### config.mk
export PLATFORM = sky130hd
export DESIGN_NAME = morse_seq_buffer_flat
export DESIGN_NICKNAME = d
export VERILOG_FILES = /design/src/rtl/morse_seq_buffer_if.sv /design/src/rtl/morse_seq_buffer.sv /design/src/flat_wrapper.sv
export SDC_FILE = /design/constraint.sdc
export NUM_CORES = 1
export LEC_CHECK = 0
export ABC_AREA = 1
export ABC_CLOCK_PERIOD_IN_PS = 11350
export BUFFER_PORTS_ARGS = -buffer_cell sky130_fd_sc_hd__clkbuf_2
export CORE_MARGIN = 2
export CORE_UTILIZATION = 55
export DETAILED_ROUTE_END_ITERATION = 7
export PLACE_DENSITY = 0.77
export SLEW_MARGIN = 25
export SYNTH_ARGS = -nofsm -noshare
export SYNTH_HDL_FRONTEND = slang
export SYNTH_SLANG_ARGS = --single-unit
### constraint.sdc
create_clock -name clk -period 11.35 [get_ports clk]
set_input_delay 1.7025 -clock clk [delete_from_list [all_inputs] [get_ports clk]]
set_output_delay 1.7025 -clock clk [all_outputs]
set_load 0.01 [all_outputs]
### src/rtl/morse_seq_buffer_if.sv
// Bundles the character input and buffer status/snapshot signals of morse_seq_buffer.
// The master modport drives characters and commands; the slave modport is the buffer.
interface morse_seq_buffer_if #(
  parameter int SYM_W         = 2,
  parameter int SYMS_PER_CHAR = 5,
  parameter int DEPTH         = 16
);
  localparam int CHAR_W = SYM_W * SYMS_PER_CHAR;
  localparam int CNT_W  = $clog2(DEPTH + 1);

  logic                    char_valid;
  logic [CHAR_W-1:0]       char_code;
  logic                    backspace;
  logic                    enter;
  logic                    char_ready;
  logic [CNT_W-1:0]        wr_count;
  logic                    full;
  logic                    empty;
  logic                    overflow;
  logic [DEPTH*CHAR_W-1:0] o_sequence;
  logic [CNT_W-1:0]        o_count;
  logic                    o_valid;

  modport master (
    output char_valid, char_code, backspace, enter,
    input  char_ready, wr_count, full, empty, overflow, o_sequence, o_count, o_valid
  );

  modport slave (
    input  char_valid, char_code, backspace, enter,
    output char_ready, wr_count, full, empty, overflow, o_sequence, o_count, o_valid
  );
endinterface

### src/rtl/morse_seq_buffer.sv
// Working buffer of encoded Morse characters with backspace and an edge-triggered
// commit to a stable snapshot. Slot 0 sits at the MSB; unused slots are all-ones.
module morse_seq_buffer #(
  parameter int SYM_W         = 2,
  parameter int SYMS_PER_CHAR = 5,
  parameter int DEPTH         = 16
) (
  input  logic              clk,
  input  logic              reset,
  morse_seq_buffer_if.slave bus
);
  localparam int CHAR_W = SYM_W * SYMS_PER_CHAR;
  localparam int CNT_W  = $clog2(DEPTH + 1);
  localparam int BUF_W  = DEPTH * CHAR_W;
  localparam logic [CNT_W-1:0] FULL_CNT = CNT_W'(DEPTH);

  logic [CHAR_W-1:0] r_slot [DEPTH];
  logic [CNT_W-1:0]  r_wr_count;
  logic [CNT_W-1:0]  r_o_count;
  logic [BUF_W-1:0]  r_seq;
  logic              r_overflow;
  logic              r_o_valid;
  logic              r_enter_d;

  logic [BUF_W-1:0]  w_packed;
  logic [CNT_W-1:0]  w_last;
  logic              w_commit;
  logic              w_full;
  logic              w_empty;
  logic              w_code_empty;

  // enter_d resets low, so an enter already high at reset release commits once.
  assign w_commit     = bus.enter & ~r_enter_d;
  assign w_full       = (r_wr_count == FULL_CNT);
  assign w_empty      = (r_wr_count == '0);
  assign w_code_empty = &bus.char_code;
  assign w_last       = r_wr_count - 1'b1;

  always_comb begin
    w_packed = '1;
    for (int i = 0; i < DEPTH; i++) begin
      w_packed[(DEPTH-i)*CHAR_W-1 -: CHAR_W] = r_slot[i];
    end
  end

  always_ff @(posedge clk or posedge reset) begin
    if (reset) begin
      for (int i = 0; i < DEPTH; i++) begin
        r_slot[i] <= '1;
      end
      r_wr_count <= '0;
      r_o_count  <= '0;
      r_seq      <= '1;
      r_overflow <= 1'b0;
      r_o_valid  <= 1'b0;
      r_enter_d  <= 1'b0;
    end else begin
      r_enter_d <= bus.enter;
      r_o_valid <= w_commit;
      if (w_commit) begin
        r_seq      <= w_packed;
        r_o_count  <= r_wr_count;
        r_wr_count <= '0;
        r_overflow <= 1'b0;
        for (int i = 0; i < DEPTH; i++) begin
          r_slot[i] <= '1;
        end
      end else if (bus.backspace) begin
        if (!w_empty) begin
          for (int i = 0; i < DEPTH; i++) begin
            if (CNT_W'(i) == w_last) r_slot[i] <= '1;
          end
          r_wr_count <= w_last;
        end
      end else if (bus.char_valid && !w_code_empty) begin
        if (w_full) begin
          r_overflow <= 1'b1;
        end else begin
          for (int i = 0; i < DEPTH; i++) begin
            if (CNT_W'(i) == r_wr_count) r_slot[i] <= bus.char_code;
          end
          r_wr_count <= r_wr_count + 1'b1;
        end
      end
    end
  end

  assign bus.char_ready = ~w_full;
  assign bus.wr_count   = r_wr_count;
  assign bus.full       = w_full;
  assign bus.empty      = w_empty;
  assign bus.overflow   = r_overflow;
  assign bus.o_sequence = r_seq;
  assign bus.o_count    = r_o_count;
  assign bus.o_valid    = r_o_valid;
endmodule
### src/flat_wrapper.sv
// flat-port wrapper written by rule: the top's interface ports become plain ports
module morse_seq_buffer_flat 
#(
  parameter int SYM_W         = 2,
  parameter int SYMS_PER_CHAR = 5,
  parameter int DEPTH         = 16
)
  (clk, reset, bus_char_valid, bus_char_code, bus_backspace, bus_enter, bus_char_ready, bus_wr_count, bus_full, bus_empty, bus_overflow, bus_o_sequence, bus_o_count, bus_o_valid);
  morse_seq_buffer_if #(.SYM_W(SYM_W), .SYMS_PER_CHAR(SYMS_PER_CHAR), .DEPTH(DEPTH)) bus_i ();
  input  logic clk;
  input  logic reset;
  input wire logic [$bits(bus_i.char_valid)-1:0] bus_char_valid;
  input wire logic [$bits(bus_i.char_code)-1:0] bus_char_code;
  input wire logic [$bits(bus_i.backspace)-1:0] bus_backspace;
  input wire logic [$bits(bus_i.enter)-1:0] bus_enter;
  output wire logic [$bits(bus_i.char_ready)-1:0] bus_char_ready;
  output wire logic [$bits(bus_i.wr_count)-1:0] bus_wr_count;
  output wire logic [$bits(bus_i.full)-1:0] bus_full;
  output wire logic [$bits(bus_i.empty)-1:0] bus_empty;
  output wire logic [$bits(bus_i.overflow)-1:0] bus_overflow;
  output wire logic [$bits(bus_i.o_sequence)-1:0] bus_o_sequence;
  output wire logic [$bits(bus_i.o_count)-1:0] bus_o_count;
  output wire logic [$bits(bus_i.o_valid)-1:0] bus_o_valid;
  assign bus_i.char_valid = bus_char_valid;
  assign bus_i.char_code = bus_char_code;
  assign bus_i.backspace = bus_backspace;
  assign bus_i.enter = bus_enter;
  assign bus_char_ready = bus_i.char_ready;
  assign bus_wr_count = bus_i.wr_count;
  assign bus_full = bus_i.full;
  assign bus_empty = bus_i.empty;
  assign bus_overflow = bus_i.overflow;
  assign bus_o_sequence = bus_i.o_sequence;
  assign bus_o_count = bus_i.o_count;
  assign bus_o_valid = bus_i.o_valid;
  morse_seq_buffer #(.SYM_W(SYM_W), .SYMS_PER_CHAR(SYMS_PER_CHAR), .DEPTH(DEPTH)) u_core (.clk(clk), .reset(reset), .bus(bus_i));
endmodule
# Yosys cells after proc, flatten, opt, wreduce, memory -nomap -nowiden
# Index checks and enable logic that the tools add are counted.
op_classes:
  n_lt_le_gt_ge: 0
  eq_ne: 50
  n_shift: 0
  muxes: 46
  bitwise: 3
  div_mod_pow: 0
  n_reduce_logical: 42
  mul: 0
  n_addsub: 2
ops:
  columns: ["cell", "n"]
  rows:
  - ["160-bit two-way mux", 5]
  - ["10-bit two-way mux", 32]
  - ["4-bit by 5-bit equality test with 1-bit output, first input constant", 16]
  - ["5-bit AND reduction", 16]
  - ["3-bit nonzero test", 17]
  - ["3-bit by 1-bit != test with 1-bit output, second input constant", 16]
  - ["3-bit by 5-bit equality test with 1-bit output, first input constant", 8]
  - ["5-bit two-way mux", 5]
  - ["2-bit by 5-bit equality test with 1-bit output, first input constant", 4]
  - ["1-bit by 5-bit equality test with 1-bit output, first input constant", 2]
  - ["5-bit logical NOT", 2]
  - ["10-bit AND reduction", 1]
  - ["3-bit by 2-bit != test with 1-bit output, second input constant", 2]
  - ["3-bit AND reduction", 2]
  - ["5-bit by 1-bit adder with 5-bit output, second input constant", 1]
  - ["5-bit equality test, second input constant", 1]
  - ["5-bit by 1-bit subtractor with 5-bit output, second input constant", 1]
  - ["1-bit two-way mux", 4]
  - ["2-bit nonzero test", 2]
  - ["2-bit by 1-bit != test with 1-bit output, second input constant", 1]
  - ["1-bit inverter", 2]
  - ["1-bit AND", 1]
  - ["1-bit logical AND", 1]
  - ["1-bit logical NOT", 1]
totals:
  elab_cells: 165
  latchBits: 0
  regBits: 333
  mem_bits_ro: 0
  n_memories: 0
  ram_bits: 0
  input_bits: 15
  output_inout_bits: 175

# Logic depth before layout (Yosys ltp)
logic_depth:
  word_depth: 6
  mapped_depth: 12
  ltp_nobuf: 11

# Least setup slack after synthesis
# No wires, ideal clock.
synth_path:
  path_type: "reg-to-output"
  startpoint: "register u_core.r_wr_count[0] (netlist: u_core.bus.wr_count[0])"
  endpoint: "output port bus_empty"
  arrival_time_ns: 1.235
  t_required_ns: 9.648
  stages_incl_launch_ff: 7
  n_path_buf: 0
  path_slack_ns: 8.413
  path_cell_list: "dfrtp_1 -> inv_1 -> ha_1 -> inv_1 -> nor2_1 -> nand2_1 -> inv_1"
synth_between:
  elab_chain_cells: 1
synth_rtl:
  columns: ["item", "line", "text"]
  rows:
  - ["start, declared", "morse_seq_buffer.sv:18", "logic [CNT_W-1:0] r_wr_count;"]
  - ["start signal, assigned", "morse_seq_buffer.sv:73", "r_wr_count <= w_last;"]
  - ["start signal, assigned", "morse_seq_buffer.sv:82", "r_wr_count <= r_wr_count + 1'b1;"]
  - ["5-bit logical NOT", "morse_seq_buffer.sv:35", "assign w_empty = (r_wr_count == '0);"]
  - ["end, declared", "flat_wrapper.sv:19", "output wire logic [$bits(bus_i.empty)-1:0] bus_empty;"]
# No other way between the ends.

# Worst setup path in the final report
layout_path:
  startpoint: "input port bus_enter"
  endpoint: "register u_core.r_slot[143] (netlist name)"
layout_between:
  elab_chain_cells: 3
  word_cells_on_any_way: 8
  cone_classes: "eq/ne: 3; mux: 1; bitwise: 1; reduce/logical: 3"
layout_rtl:
  columns: ["item", "line", "text"]
  rows:
  - ["start, declared", "flat_wrapper.sv:15", "input wire logic [$bits(bus_i.enter)-1:0] bus_enter;"]
  - ["1-bit AND (*)", "morse_seq_buffer.sv:33", "assign w_commit = bus.enter & ~r_enter_d;"]
  - ["3-bit by 1-bit != test with 1-bit output (no line) (tied with other cells)", null, null]
  - ["5-bit AND reduction (no line)", null, null]
  - ["end signal, assigned by index", "morse_seq_buffer.sv:80", "if (CNT_W'(i) == r_wr_count) r_slot[i] <= bus.char_code;"]
  - ["end, declared", "morse_seq_buffer.sv:17", "logic [CHAR_W-1:0] r_slot [DEPTH];"]
# Mark *: on every way between the ends. The rest lies on a longest branch, timed or not.
# A chain may end at the register's enable or synchronous reset.

==> results.json <==
{
  "wl_per_cell_um": 17.0,
  "critical_path_class": "in2reg",
  "r2r_cells": 9,
  "finalPower_uw": 4470,
  "insertedDiodeCount": 0,
  "layout.nets": 1749,
  "yosysMostFrequentCell": "nand2_1",
  "period_minus_slack_ns": 4.23,
  "rsz0062_at_grt": "no",
  "crit_fanout": 107,
  "endpoint": "u_core.r_slot[143]",
  "drive_above_1_share": 0.353,
  "netlist_area_um2": 14200,
  "ys.flop_type": "dfstp_2",
  "rows": 58,
  "tightest_slew_ns": 0.923,
  "max_cap_viol_count": 0,
  "numCtsBuffers": 35,
  "startpoint": "bus_enter",
  "syn_to_final_growth_pct": 14.7,
  "first_global_vias": 10500,
  "r2r-end": "u_core.r_slot[143]",
  "period_share": 0.373,
  "stdcell_count": 2085,
  "synth_area_leader_cell": "dfstp_2",
  "ys_types": 26,
  "endpoint_kind": "register",
  "place_hpwl_um": 21700,
  "grt_remaining_overflow": 0,
  "cts_num_sinks": 333,
  "synth_edf_count": 0,
  "slew_headroom": 0.382,
  "finClkSkew_ns": 0.0197,
  "drt-initial-drc-count": 1013,
  "drc_errors": 0,
  "cts_setup_buffers": 0,
  "grt_pass1_wl_um": 56100,
  "start_kind": "input port",
  "synthCells": 1598,
  "dieHeight_um": 165,
  "ys_async_sr_fraction": 1.00,
  "ir_drop_v": 0.000162,
  "p_leak_uw": 0.00811,
  "setup_viol": 0,
  "power_density_nw_per_um2": 275,
  "hold_path.class": "reg2reg",
  "dr.pass1.iters": 5,
  "cts-htree-levels": 2,
  "placed_cells": 2021,
  "hold_ws_ns": 0.456,
  "r2r_start": "u_core.r_enter_d",
  "ys_seq_area_frac": 0.616,
  "place_area_um2": 15100,
  "wl_um": 35400,
  "holdBufCountCts": 0,
  "dieArea_um2": 27100,
  "finalSetupTns_ns": 0,
  "ant_nets": 0,
  "netlist.area_leader.share": 0.593,
  "ys_top_cells_by_count": "nand2_1 (864), dfstp_2 (320), o21ai_1 (110)",
  "clkTransAtPathRegs_ns": 0.06,
  "grt_max_degree": 128,
  "antenna_found_initial": 0,
  "yosys_warnings": 0,
  "vias_per_cell": 5.31,
  "report.final.slew_viol_count": 0,
  "min_delay_path_depth": 2,
  "syn-num-nets": 1619,
  "fill_cells": 2090,
  "globalplace.congestion": 0.907,
  "clk-insertion-delay-late_ns": 0.52,
  "cts_tree": "built",
  "worstPathArrival_ns": 4.68,
  "hold_violations": 0,
  "vias": 11100,
  "synth_seq_cells": 333,
  "grt_use_total": 0.264,
  "status": "completed",
  "avgSynthCellArea_um2": 8.87,
  "worstPathRequired_ns": 11.79,
  "cts_resized": 0,
  "die_w_um": 165,
  "stdcell_area_um2": 16300,
  "maxClockFrequency_ghz": 0.236,
  "core_um2": 25300,
  "portBuffers": 189,
  "synthTopCellsByArea": "dfstp_2 (59%), nand2_1 (23%), o21ai_1 (3.9%)",
  "cts_max_path_buffers": 3,
  "rrSetupSlack_ns": 8.00,
  "cts_root_buffer": "clkbuf_16",
  "initial_utilization": 0.561,
  "ioPinCount": 190
}
power by group:
part / switching, uW / internal (uW)
combinational: 743 / 405
sequential: 290 / 1920
clock: 462 / 653
routing by layer:
metal	up-vias	track usage	share of wire
li1	5296	-	-
met5	-	0	0
met2	390	0.415	0.47
met1	5330	0.384	0.44
met3	60	0.0414	0.067
met4	0	0.0743	0.022
worst max-delay path, cell delays in order:
cell and delay, ns:
clkbuf_2 0.14, nand2_8 0.38, nand2_1 0.60, nor2_1 0.12, nor2_2 0.53, nand3_1 0.52
nor2_2 0.47, nand2_1 0.09, nand2_1 0.09
placed cells by master (no fill, tap or decap), drive strengths merged:
| cell | synthesis | layout |
|---|---|---|
| nand3 | 30 | 30 |
| buf | 47 | 6 |
| nand4 | 60 | 60 |
| bufinv | 0 | 2 |
| or2 | 11 | 11 |
| nor2 | 44 | 44 |
| nand2 | 867 | 867 |
| o21ai | 119 | 119 |
| inv | 21 | 24 |
| clkinvlp | 0 | 1 |
| xor2 | 2 | 2 |
| o22ai | 1 | 1 |
| clkbuf | 55 | 239 |
| a21oi | 1 | 1 |
| a32o | 1 | 1 |
| dfrtp | 13 | 13 |
| ha | 6 | 6 |
| clkinv | 0 | 8 |
| dfstp | 320 | 320 |
area by class of cell:
cell class	count	area, um^2	share of cell area
flip-flops and latches	333	8730	0.537
repair buffers	195	998	0.0614
multi-input cells	1142	4910	0.302
inverters	21	88.8	0.00546
well taps	330	413	0.0254
clock inverters	14	134	0.00823
clock buffers	50	982	0.0604
kinds of logic (layout without fill, tap and decap cells):
| group | count (synthesis) | in the layout | synth area share |
|---|---|---|---|
| AOI/OAI and AO/OA | 122 | 122 | 0.0435 |
| adders and majority gates | 6 | 6 | 0.00529 |
| and+or+nand+nor | 1012 | 1012 | 0.296 |
| buffers and inverters | 123 | 280 | 0.0386 |
| DFF | 333 | 333 | 0.616 |
| xor gates and xnor gates | 2 | 2 | 0.00124 |
worst min-delay path by stage:
stage	start	end	slack (ns)
2_1_floorplan	u_core.r_slot[0]	u_core.bus.o_sequence[0]	0.44
3_3_place_gp	u_core.r_slot[73]	u_core.bus.o_sequence[73]	0.45
3_5_place_dp	u_core.r_slot[0]	u_core.bus.o_sequence[0]	0.45
4_1_cts	u_core.r_slot[128]	u_core.bus.o_sequence[128]	0.45
5_1_grt	u_core.r_slot[79]	u_core.bus.o_sequence[79]	0.47
6_report	u_core.r_slot[128]	u_core.bus.o_sequence[128]	0.46
through the flow:
step | utilization | setup slack, ns
2_1_floorplan | - | 0.952
3_3_place_gp | 0.599 | 6.65
3_5_place_dp | 0.599 | 6.61
4_1_cts | 0.644 | 7.09
5_1_grt | 0.644 | 6.74
6_report | 0.644 | 7.12
registers in the layout, indices dropped and copies added, names as in the netlist:
name / count
u_core.bus.o_count: 5
u_core.bus.o_sequence: 160
u_core.bus.o_valid: 1
u_core.bus.overflow: 1
u_core.bus.wr_count: 5
u_core.r_enter_d: 1
u_core.r_slot: 160
No activity file was read; power rests on OpenSTA's default activity.
